$ cat config.mk
export PLATFORM = sky130hd
export DESIGN_NAME = divu_seq
export DESIGN_NICKNAME = d
export VERILOG_FILES = /design/src/rtl/divu_seq.sv
export SDC_FILE = /design/constraint.sdc
export NUM_CORES = 1
export LEC_CHECK = 0
export CORE_UTILIZATION = 35
export CTS_BUF_LIST = sky130_fd_sc_hd__clkbuf_16
export DETAILED_ROUTE_END_ITERATION = 6
export GPL_ROUTABILITY_DRIVEN = 0
export PLACE_DENSITY_LB_ADDON = 0.05
export SLEW_MARGIN = 40
export SYNTH_ARGS = -nofsm -noshare
export SYNTH_HDL_FRONTEND = slang
export SYNTH_SLANG_ARGS = --single-unit
export TNS_END_PERCENT = 1
$ cat constraint.sdc
create_clock -name clk -period 3.7 [get_ports clk]
set_input_delay 0.74 -clock clk [delete_from_list [all_inputs] [get_ports clk]]
set_output_delay 0.74 -clock clk [all_outputs]
set_load 0.005 [all_outputs]
$ cat src/rtl/divu_seq.sv
// divu_seq: restoring shift-subtract divider, one quotient bit per clock.
// Define DIV_SIGNED_EN to add the is_signed port and two's-complement sign handling.
module divu_seq #(
  parameter int WIDTH = 32
) (
  input  logic             clk,
  input  logic             reset,
  input  logic [WIDTH-1:0] a,
  input  logic [WIDTH-1:0] b,
`ifdef DIV_SIGNED_EN
  input  logic             is_signed,
`endif
  input  logic             doDiv,
  output logic [WIDTH-1:0] quotient,
  output logic [WIDTH-1:0] remainder,
  output logic             div_zero,
  output logic             busy,
  output logic             div_done
);
  localparam int CW = $clog2(WIDTH);
  typedef enum logic [1:0] {IDLE, RUN, DONE} state_e;
  state_e               state_q, state_d;
  logic [CW-1:0]        count_q, count_d;
  logic [2*WIDTH-1:0]   rem_quo_q, rem_quo_d;
  logic [WIDTH-1:0]     divisor_q, divisor_d;
  logic [WIDTH-1:0]     quotient_q, quotient_d, remainder_q, remainder_d;
  logic                 div_zero_q, div_zero_d;
  logic [WIDTH-1:0]     dividend, b_mag;
  logic [WIDTH:0]       diff;
`ifdef DIV_SIGNED_EN
  logic                 qneg_q, qneg_d, rneg_q, rneg_d, a_neg, b_neg;
`endif
  always_comb begin
`ifdef DIV_SIGNED_EN
    a_neg    = is_signed & a[WIDTH-1] & (b != '0);
    b_neg    = is_signed & b[WIDTH-1];
    dividend = a_neg ? -a : a;
    b_mag    = b_neg ? -b : b;
    qneg_d   = qneg_q;
    rneg_d   = rneg_q;
`else
    dividend = a;
    b_mag    = b;
`endif
    // the bit shifted out of the partial remainder joins the compare so large divisors stay exact
    diff        = rem_quo_q[2*WIDTH-1:WIDTH-1] - {1'b0, divisor_q};
    state_d     = state_q;
    count_d     = count_q;
    rem_quo_d   = rem_quo_q;
    divisor_d   = divisor_q;
    quotient_d  = quotient_q;
    remainder_d = remainder_q;
    div_zero_d  = div_zero_q;
    case (state_q)
      IDLE: if (doDiv) begin
        state_d   = RUN;
        divisor_d = b_mag;
        rem_quo_d = {{WIDTH{1'b0}}, dividend};
        count_d   = '0;
`ifdef DIV_SIGNED_EN
        qneg_d    = is_signed & (b != '0) & (a[WIDTH-1] ^ b[WIDTH-1]);
        rneg_d    = a_neg;
`endif
      end
      RUN: begin
        rem_quo_d = diff[WIDTH] ? {rem_quo_q[2*WIDTH-2:0], 1'b0}
                                : {diff[WIDTH-1:0], rem_quo_q[WIDTH-2:0], 1'b1};
        count_d   = count_q + 1'b1;
        if (count_q == CW'(WIDTH - 1)) begin
          state_d     = DONE;
          div_zero_d  = (divisor_q == '0);
`ifdef DIV_SIGNED_EN
          quotient_d  = qneg_q ? -rem_quo_d[WIDTH-1:0] : rem_quo_d[WIDTH-1:0];
          remainder_d = rneg_q ? -rem_quo_d[2*WIDTH-1:WIDTH] : rem_quo_d[2*WIDTH-1:WIDTH];
`else
          quotient_d  = rem_quo_d[WIDTH-1:0];
          remainder_d = rem_quo_d[2*WIDTH-1:WIDTH];
`endif
        end
      end
      default: state_d = IDLE;
    endcase
  end
  always_ff @(posedge clk or negedge reset) begin
    if (!reset) begin
      state_q     <= IDLE;
      count_q     <= '0;
      rem_quo_q   <= '0;
      divisor_q   <= '0;
      quotient_q  <= '0;
      remainder_q <= '0;
      div_zero_q  <= 1'b0;
`ifdef DIV_SIGNED_EN
      qneg_q      <= 1'b0;
      rneg_q      <= 1'b0;
`endif
    end else begin
      state_q     <= state_d;
      count_q     <= count_d;
      rem_quo_q   <= rem_quo_d;
      divisor_q   <= divisor_d;
      quotient_q  <= quotient_d;
      remainder_q <= remainder_d;
      div_zero_q  <= div_zero_d;
`ifdef DIV_SIGNED_EN
      qneg_q      <= qneg_d;
      rneg_q      <= rneg_d;
`endif
    end
  end
  assign quotient  = quotient_q;
  assign remainder = remainder_q;
  assign div_zero  = div_zero_q;
  assign busy      = (state_q != IDLE);
  assign div_done  = (state_q == DONE);
endmodule

==> results.sh, run 1 <==
export IMPL_drive_above_1_share_pct=5.587
export IMPL_path_max_fanout=12
export IMPL_synth_top_area_share_pct=49.52
export IMPL_fp_dieH_um=157.7
export IMPL_n_fill_cell=2413
export IMPL_grt_pass1_vias=6897
export IMPL_antenna_found_initial=0
export IMPL_tns_ns=0
export IMPL_viasPerCell=5.019
export IMPL_whs_ns=0.2289
export IMPL_period_share_pct=92.75
export IMPL_ant_nets=0
export IMPL_syn_area_per_cell_um2=8.927
export IMPL_clock_path_buffers=2
export IMPL_synthToLayoutAreaGrowth_pct=26.79
export IMPL_yosys_warnings=0
export IMPL_diodes=0
export IMPL_worstSetupPathType="reg2reg"
export IMPL_crit_chain="ha_1 > inv_1 > fa_1 > a211oi_1 > nor4_2 > o311ai_2 > or4_1 > and2_4 > o221ai_2 > nand2_2 > buf_4 > buf_4 > a31oi_1 > o31ai_1"
export IMPL_num_rows=56
export IMPL_status="finished clean"
export IMPL_finClkSkew_ns=0.01304
export IMPL_start_util_pct=35.95
export IMPL_synth_fa_ha_area_share_pct=5.247
export IMPL_synth_top_family_by_area="simple AND/OR/NAND/NOR gates"
export IMPL_drt_total_wl_um=22460
export IMPL_slew_headroom_pct=47.40
export IMPL_synthMuxAreaShare_pct=3.080
export IMPL_post_cts_buffers=0
export IMPL_die_area_um2=24880
export IMPL_numCtsBuffers=17
export IMPL_end_kind="flop"
export IMPL_synthCells=951
export IMPL_grt_pass1_wl_um=36640
export IMPL_r2r_setup_slack_ns=0.27
export IMPL_synth_simple_area_share_pct=18.16
export IMPL_synth_compound_area_share_pct=16.90
export IMPL_ys_ff_latch=168
export IMPL_syn_nets=1053
export IMPL_clk_latency_ns=0.43
export IMPL_root_buffer="clkbuf_16"
export IMPL_place_inst=1361
export IMPL_clock_fmax_mhz=291.4
export IMPL_portBuffers=133
export IMPL_arrival_ns=3.73
export IMPL_critPathSlowestCell="or4_1"
export IMPL_hp_class="in2async"
export IMPL_synth_edf_count=0
export IMPL_powerDensity_nw_per_um2=1104
export IMPL_power_leakage_nw=4.768
export IMPL_synth_area_um2=8489
export IMPL_crit_required_ns=4.00
export IMPL_ioPinCount=134
export IMPL_yosysSeqAreaShare_pct=49.52
export IMPL_gr_total_overflow=0
export IMPL_synth_cell_types=52
export IMPL_place_hpwl_um=15410
export IMPL_peakVddDrop_mv=0.5430
export IMPL_synthXorXnorAreaFrac_pct=2.786
export IMPL_setup_viol=0
export IMPL_clk_pin_slew_worst_paths_ns=0.07
export IMPL_cts_sinks=168
export IMPL_synth_area_top_cells="dfrtp_1, nand2_1, o21ai_0"
export IMPL_drc=0
export IMPL_drt_iter0_markers=331
export IMPL_cp_startpoint="divisor_q[0]"
export IMPL_tightest_slew_ns=0.7890
export IMPL_grt_setup_unrepaired="yes"
export IMPL_maxCapViolations=0
export IMPL_design_core_area_um2=23610
export IMPL_dr_pass1_iters=5
export IMPL_worstReg2RegStart="divisor_q[0]"
export IMPL_die_width_um=157.7
export IMPL_grt_use_total_pct=19.11
export IMPL_max_stage_delay_ns=0.54
export IMPL_num_vias=6992
export IMPL_grt_max_degree=70
export IMPL_final_nets=1163
export IMPL_worst_setup_path_start_kind="flop"
export IMPL_wl_per_cell_um=16.13
export IMPL_drv_slew=0
export IMPL_cpMostUsedCell="buf_4"
export IMPL_ys_flop_type="dfrtp_1"
export IMPL_synthArstFlopShare_pct=100.0
export IMPL_min_period_ns=3.432
export IMPL_htree_levels=4
export IMPL_synth_largest_area_cell="dfrtp_1"
export IMPL_instances_no_fill=1393
export IMPL_cts_tree="yes"
export IMPL_hold_violations=0
-- cells in the final DEF (no fill, tap or decap), types with 7 or more instances in the layout --
cell type	instances
a21oi_1	30
nor4_1	8
a31oi_1	11
and3_1	7
nor2_1	83
nand3_1	34
a21o_1	14
ha_1	34
nand2_1	186
buf_4	10
inv_1	37
clkdlybuf4s50_1	132
nand4_1	9
xnor2_1	15
o31ai_1	10
clkbuf_16	17
dfrtp_1	168
nor2b_1	11
mux2i_1	25
o21ai_0	110
xor2_1	12
o22ai_1	34
-- metrics by stage --
| stage | power, W | setup WS (ns) | utilization (%) | instance area [um^2] |
|---|---|---|---|---|
| global route | 0.01300 | -0.0002669 | 45.59 | 10760 |
| CTS | 0.01202 | 0.1752 | 45.53 | 10750 |
| global placement | 0.01017 | 0.3002 | 43.09 | 10170 |
| detailed placement | 0.01022 | 0.1920 | 43.09 | 10170 |
| finish | 0.01188 | 0.2683 | 45.59 | 10760 |
| floorplan | 0.008047 | 0.5155 | - | 8489 |
-- routing by layer --
| layer | global-route usage [%] | up-vias | share of wire [%] |
|---|---|---|---|
| met5 | 0 | - | 0 |
| met4 | 5.178 | 0 | 1.2 |
| met3 | 5.256 | 19 | 5.9 |
| met2 | 29.83 | 141 | 45 |
| met1 | 25.89 | 3326 | 48 |
| li1 | - | 3506 | - |
-- logic make-up after synthesis --
logic type	count (synthesis)
muxes	26
AOI/OAI and AO/OA	241
xor gates and xnor gates	27
and+or+nand+nor	360
DFF	168
adders and majority gates	35
buffers and inverters	94
-- flip-flops by register name (all words and copies together) (netlist names) --
name and flops:
count_q 5, div_zero 1, divisor_q 32, quotient 32, rem_quo_q 64, remainder 32
state_q 2
-- synthesized netlist by cell type (2+ instances only) --
cell type	number
inv_1	37
nand3b_1	2
o31ai_1	10
buf_1	7
nand4_1	9
nand3_1	34
xor2_1	12
clkbuf_1	46
mux2i_1	25
nor2_1	83
a21oi_1	30
o21a_1	5
a21o_1	14
nand2_1	189
nor4_1	8
and3_1	7
a31oi_1	11
o211ai_1	3
dfrtp_1	168
o21bai_1	2
ha_1	34
a31o_2	2
xnor2_1	15
nor3_1	4
a221o_1	2
o21ai_0	110
nand2b_1	2
o22ai_1	34
a211oi_1	6
o41ai_1	2
nor2b_1	11
and2_1	6
a311oi_1	2
-- where the power goes --
part | total, W | switching [W] | internal [W]
clock network | 0.00176 | 0.000861 | 0.000902
registers | 0.00331 | 0.000604 | 0.00271
logic | 0.00681 | 0.00376 | 0.00304
-- area by class of cell --
| class | instances | area, um^2 | area share [%] |
|---|---|---|---|
| Clock buffer | 17 | 425.4 | 3.952 |
| Clock inverter | 15 | 151.4 | 1.406 |
| Inverter | 38 | 142.6 | 1.325 |
| Multi-Input combinational cell | 689 | 3954 | 36.73 |
| Sequential cell | 168 | 4204 | 39.06 |
| Tap cell | 319 | 399.1 | 3.708 |
| Timing Repair Buffer | 147 | 1488 | 13.82 |
-- final timing paths --
path | endpoint | cells after the start
setup / recovery | remainder[25] | 14
hold / removal | remainder[7] | 1
setup reg to reg | remainder[25] | 14
hold reg to reg | quotient[27] | 2
max in group asynchronous | count_q[4] | 2
min in group clk | quotient[27] | 2
-- timing repair --
item	4_1_cts	5_1_grt
resized for setup	0	2
endpoints found under the setup margin	0	4
hold buffers	0	0
-- critical path: cells and delay by family (launching register included) --
kind | cells | cell delay, ns
simple gates | 4 | 1.20
compound gates | 5 | 0.76
buf+inv | 3 | 0.49
fa+ha+maj | 2 | 0.42
flops | 1 | 0.41
Note: power is estimated with default switching activity, not from simulation.
==> run 2: changes to the inputs <==
--- a/config.mk
+++ b/config.mk
@@ -5,6 +5,7 @@
 export SDC_FILE = /design/constraint.sdc
 export NUM_CORES = 1
 export LEC_CHECK = 0
+export CORE_MARGIN = 10
 export CORE_UTILIZATION = 35
 export CTS_BUF_LIST = sky130_fd_sc_hd__clkbuf_16
 export DETAILED_ROUTE_END_ITERATION = 6
==> run 2 against run 1 <==
  * Clock-buffer cell count is the same
  * Flip-flop and latch count is the same
  * Clock power grew 3%
  * Combinational power grew 2%
  * Sequential share of layout area shrank 0.23 points
  * Register-to-register slack is essentially flat
  * Clock skew grew 0.0022 ns
  * Wire length grew 8.2%
  * Total power grew 2.0%
  * Maximum frequency shrank 0.33%
  * Cell area grew 0.60%
  * Via count shrank 1.4%
==> results.sh, run 2 (same netlist as run 1, synthesis figures left out) <==
export IMPL_regArea_um2=4204
export IMPL_design_core_area_um2=23680
export IMPL_min_period_ns=3.443
export IMPL_htree_levels=4
export IMPL_hp_class="in2async"
export IMPL_final_nets=1167
export IMPL_numCtsBuffers=17
export IMPL_worstReg2RegStart="divisor_q[0]"
export IMPL_maxCapViolations=0
export IMPL_n_fill_cell=2415
export IMPL_drt_iter0_markers=387
export IMPL_ioPinCount=134
export IMPL_tns_ns=0
export IMPL_grt_use_total_pct=15.73
export IMPL_final_util_pct=45.73
export IMPL_start_util_pct=35.85
export IMPL_powerDensity_nw_per_um2=1119
export IMPL_setup_ws_ns=0.2570
export IMPL_final_area_um2=10830
export IMPL_die_width_um=175.7
export IMPL_synthToLayoutAreaGrowth_pct=27.56
export IMPL_setup_viol=0
export IMPL_portBuffers=133
export IMPL_wl_per_cell_um=17.39
export IMPL_largest_register="rem_quo_q"
export IMPL_drive_above_1_share_pct=5.844
export IMPL_status="finished clean"
export IMPL_p_int_w=0.006762
export IMPL_grt_pass1_wl_um=39380
export IMPL_cts_resized=0
export IMPL_switching_share_pct=44.20
export IMPL_dr_pass1_iters=4
export IMPL_clock_path_buffers=2
export IMPL_cts_sinks=168
export IMPL_slew_headroom_pct=51.04
export IMPL_r2r_setup_slack_ns=0.26
export IMPL_finClkSkew_ns=0.01520
export IMPL_final_common_cell="nand2_1"
export IMPL_fp_dieH_um=175.7
export IMPL_reg2reg_depth=13
export IMPL_drc=0
export IMPL_die_area_um2=30880
export IMPL_finalPower_w=0.01212
export IMPL_gr_total_overflow=0
export IMPL_reg2reg_to="remainder[0]"
export IMPL_num_rows=56
export IMPL_multi_input_area_um2=3946
export IMPL_path_max_fanout=17
export IMPL_peakVddDrop_mv=0.5125
export IMPL_drt_total_wl_um=24300
export IMPL_diodes=0
export IMPL_period_share_pct=93.06
export IMPL_num_vias=6895
export IMPL_largest_reg_flops=64
export IMPL_comb_power_share_pct=57.6
export IMPL_clk_pin_slew_worst_paths_ns=0.08
export IMPL_grt_max_degree=74
export IMPL_place_hpwl_um=17280
export IMPL_postPlaceCellArea_um2=10200
export IMPL_drv_slew=0
export IMPL_p_clk_share_pct=14.9
export IMPL_pre_cts_slack_ns=0.2113
export IMPL_crit_required_ns=4.05
export IMPL_post_cts_buffers=0
export IMPL_p_seq_share_pct=27.5
export IMPL_hold_violations=0
export IMPL_cts_tree="yes"
export IMPL_viasPerCell=4.936
export IMPL_worstSetupPathType="reg2reg"
export IMPL_root_buffer="clkbuf_16"
export IMPL_worst_setup_path_start_kind="flop"
export IMPL_ant_nets=0
export IMPL_power_leakage_nw=4.804
export IMPL_ctsHoldBuffers=0
export IMPL_clk_latency_ns=0.44
export IMPL_grt_pass1_vias=7282
export IMPL_grt_setup_unrepaired="no"
export IMPL_end_kind="flop"
export IMPL_tightest_slew_ns=0.7334
export IMPL_clock_fmax_mhz=290.4
export IMPL_arrival_ns=3.79
export IMPL_switching_power_w=0.005357
export IMPL_final_cell_mix="nand2_1, dfrtp_1, clkdlybuf4s50_1"
export IMPL_antenna_found_initial=0
## run 2: stage by stage
stage | hold slack (ns) | cells
5_1_grt | 0.3739 | 1397
6_report | 0.2988 | 1397
2_1_floorplan | 0.4444 | 951
3_3_place_gp | 0.4576 | 1362
3_5_place_dp | 0.4607 | 1364
4_1_cts | 0.3427 | 1396
## run 2: final cells by class
cell class                 instances  area share [%]
clock buffer                      17           3.928
clock inverter                    15           1.629
inverter                          38           1.317
multi-input combinational        689           36.44
sequential                       168           38.82
tap                              319           3.686
timing repair buffer             151           14.18
## run 2: power by group through the flow
stage,registers (W),logic (W),clock network (W)
after detailed placement,0.00336,0.00689,0
final,0.00333,0.00698,0.00181
after CTS,0.00334,0.00691,0.00187
after floorplan,0.00318,0.00487,0
after global routing,0.00344,0.00791,0.00194
after global placement,0.00337,0.00680,0
## run 2: layer usage
layer | routed length, um | GRT usage (%)
met3 | 1521 | 5.040
met4 | 218 | 4.203
met1 | 11680 | 20.50
met5 | 0 | 0
met2 | 10880 | 24.58
## run 2: worst max-delay path by stage
stage                                to  cells past startpoint           from
final                      remainder[0]                     13   divisor_q[0]
after global placement     remainder[0]                     14  rem_quo_q[31]
after CTS                  remainder[0]                     14  rem_quo_q[31]
after floorplan           remainder[24]                     15  rem_quo_q[31]
after detailed placement   remainder[0]                     14  rem_quo_q[31]
after global routing       remainder[0]                     14  rem_quo_q[31]
## run 2: critical path, cell delays in order, from the launching register on
cell and delay [ns]:
dfrtp_1 0.41, ha_1 0.20, inv_1 0.07, fa_1 0.24
a211oi_2 0.11, nor4_2 0.32, o311ai_1 0.19, or4_1 0.53
a21oi_1 0.24, o22ai_1 0.12, nand2_2 0.19, buf_12 0.21
mux2_1 0.35, o21ai_0 0.17
==> run 3: changes to the inputs <==
--- a/config.mk
+++ b/config.mk
@@ -5,6 +5,7 @@
 export SDC_FILE = /design/constraint.sdc
 export NUM_CORES = 1
 export LEC_CHECK = 0
+export CAP_MARGIN = 25
 export CORE_MARGIN = 10
 export CORE_UTILIZATION = 35
 export CTS_BUF_LIST = sky130_fd_sc_hd__clkbuf_16
==> results of run 3 <==
The final DEF is identical to that of run 2; final timing and power are the same.
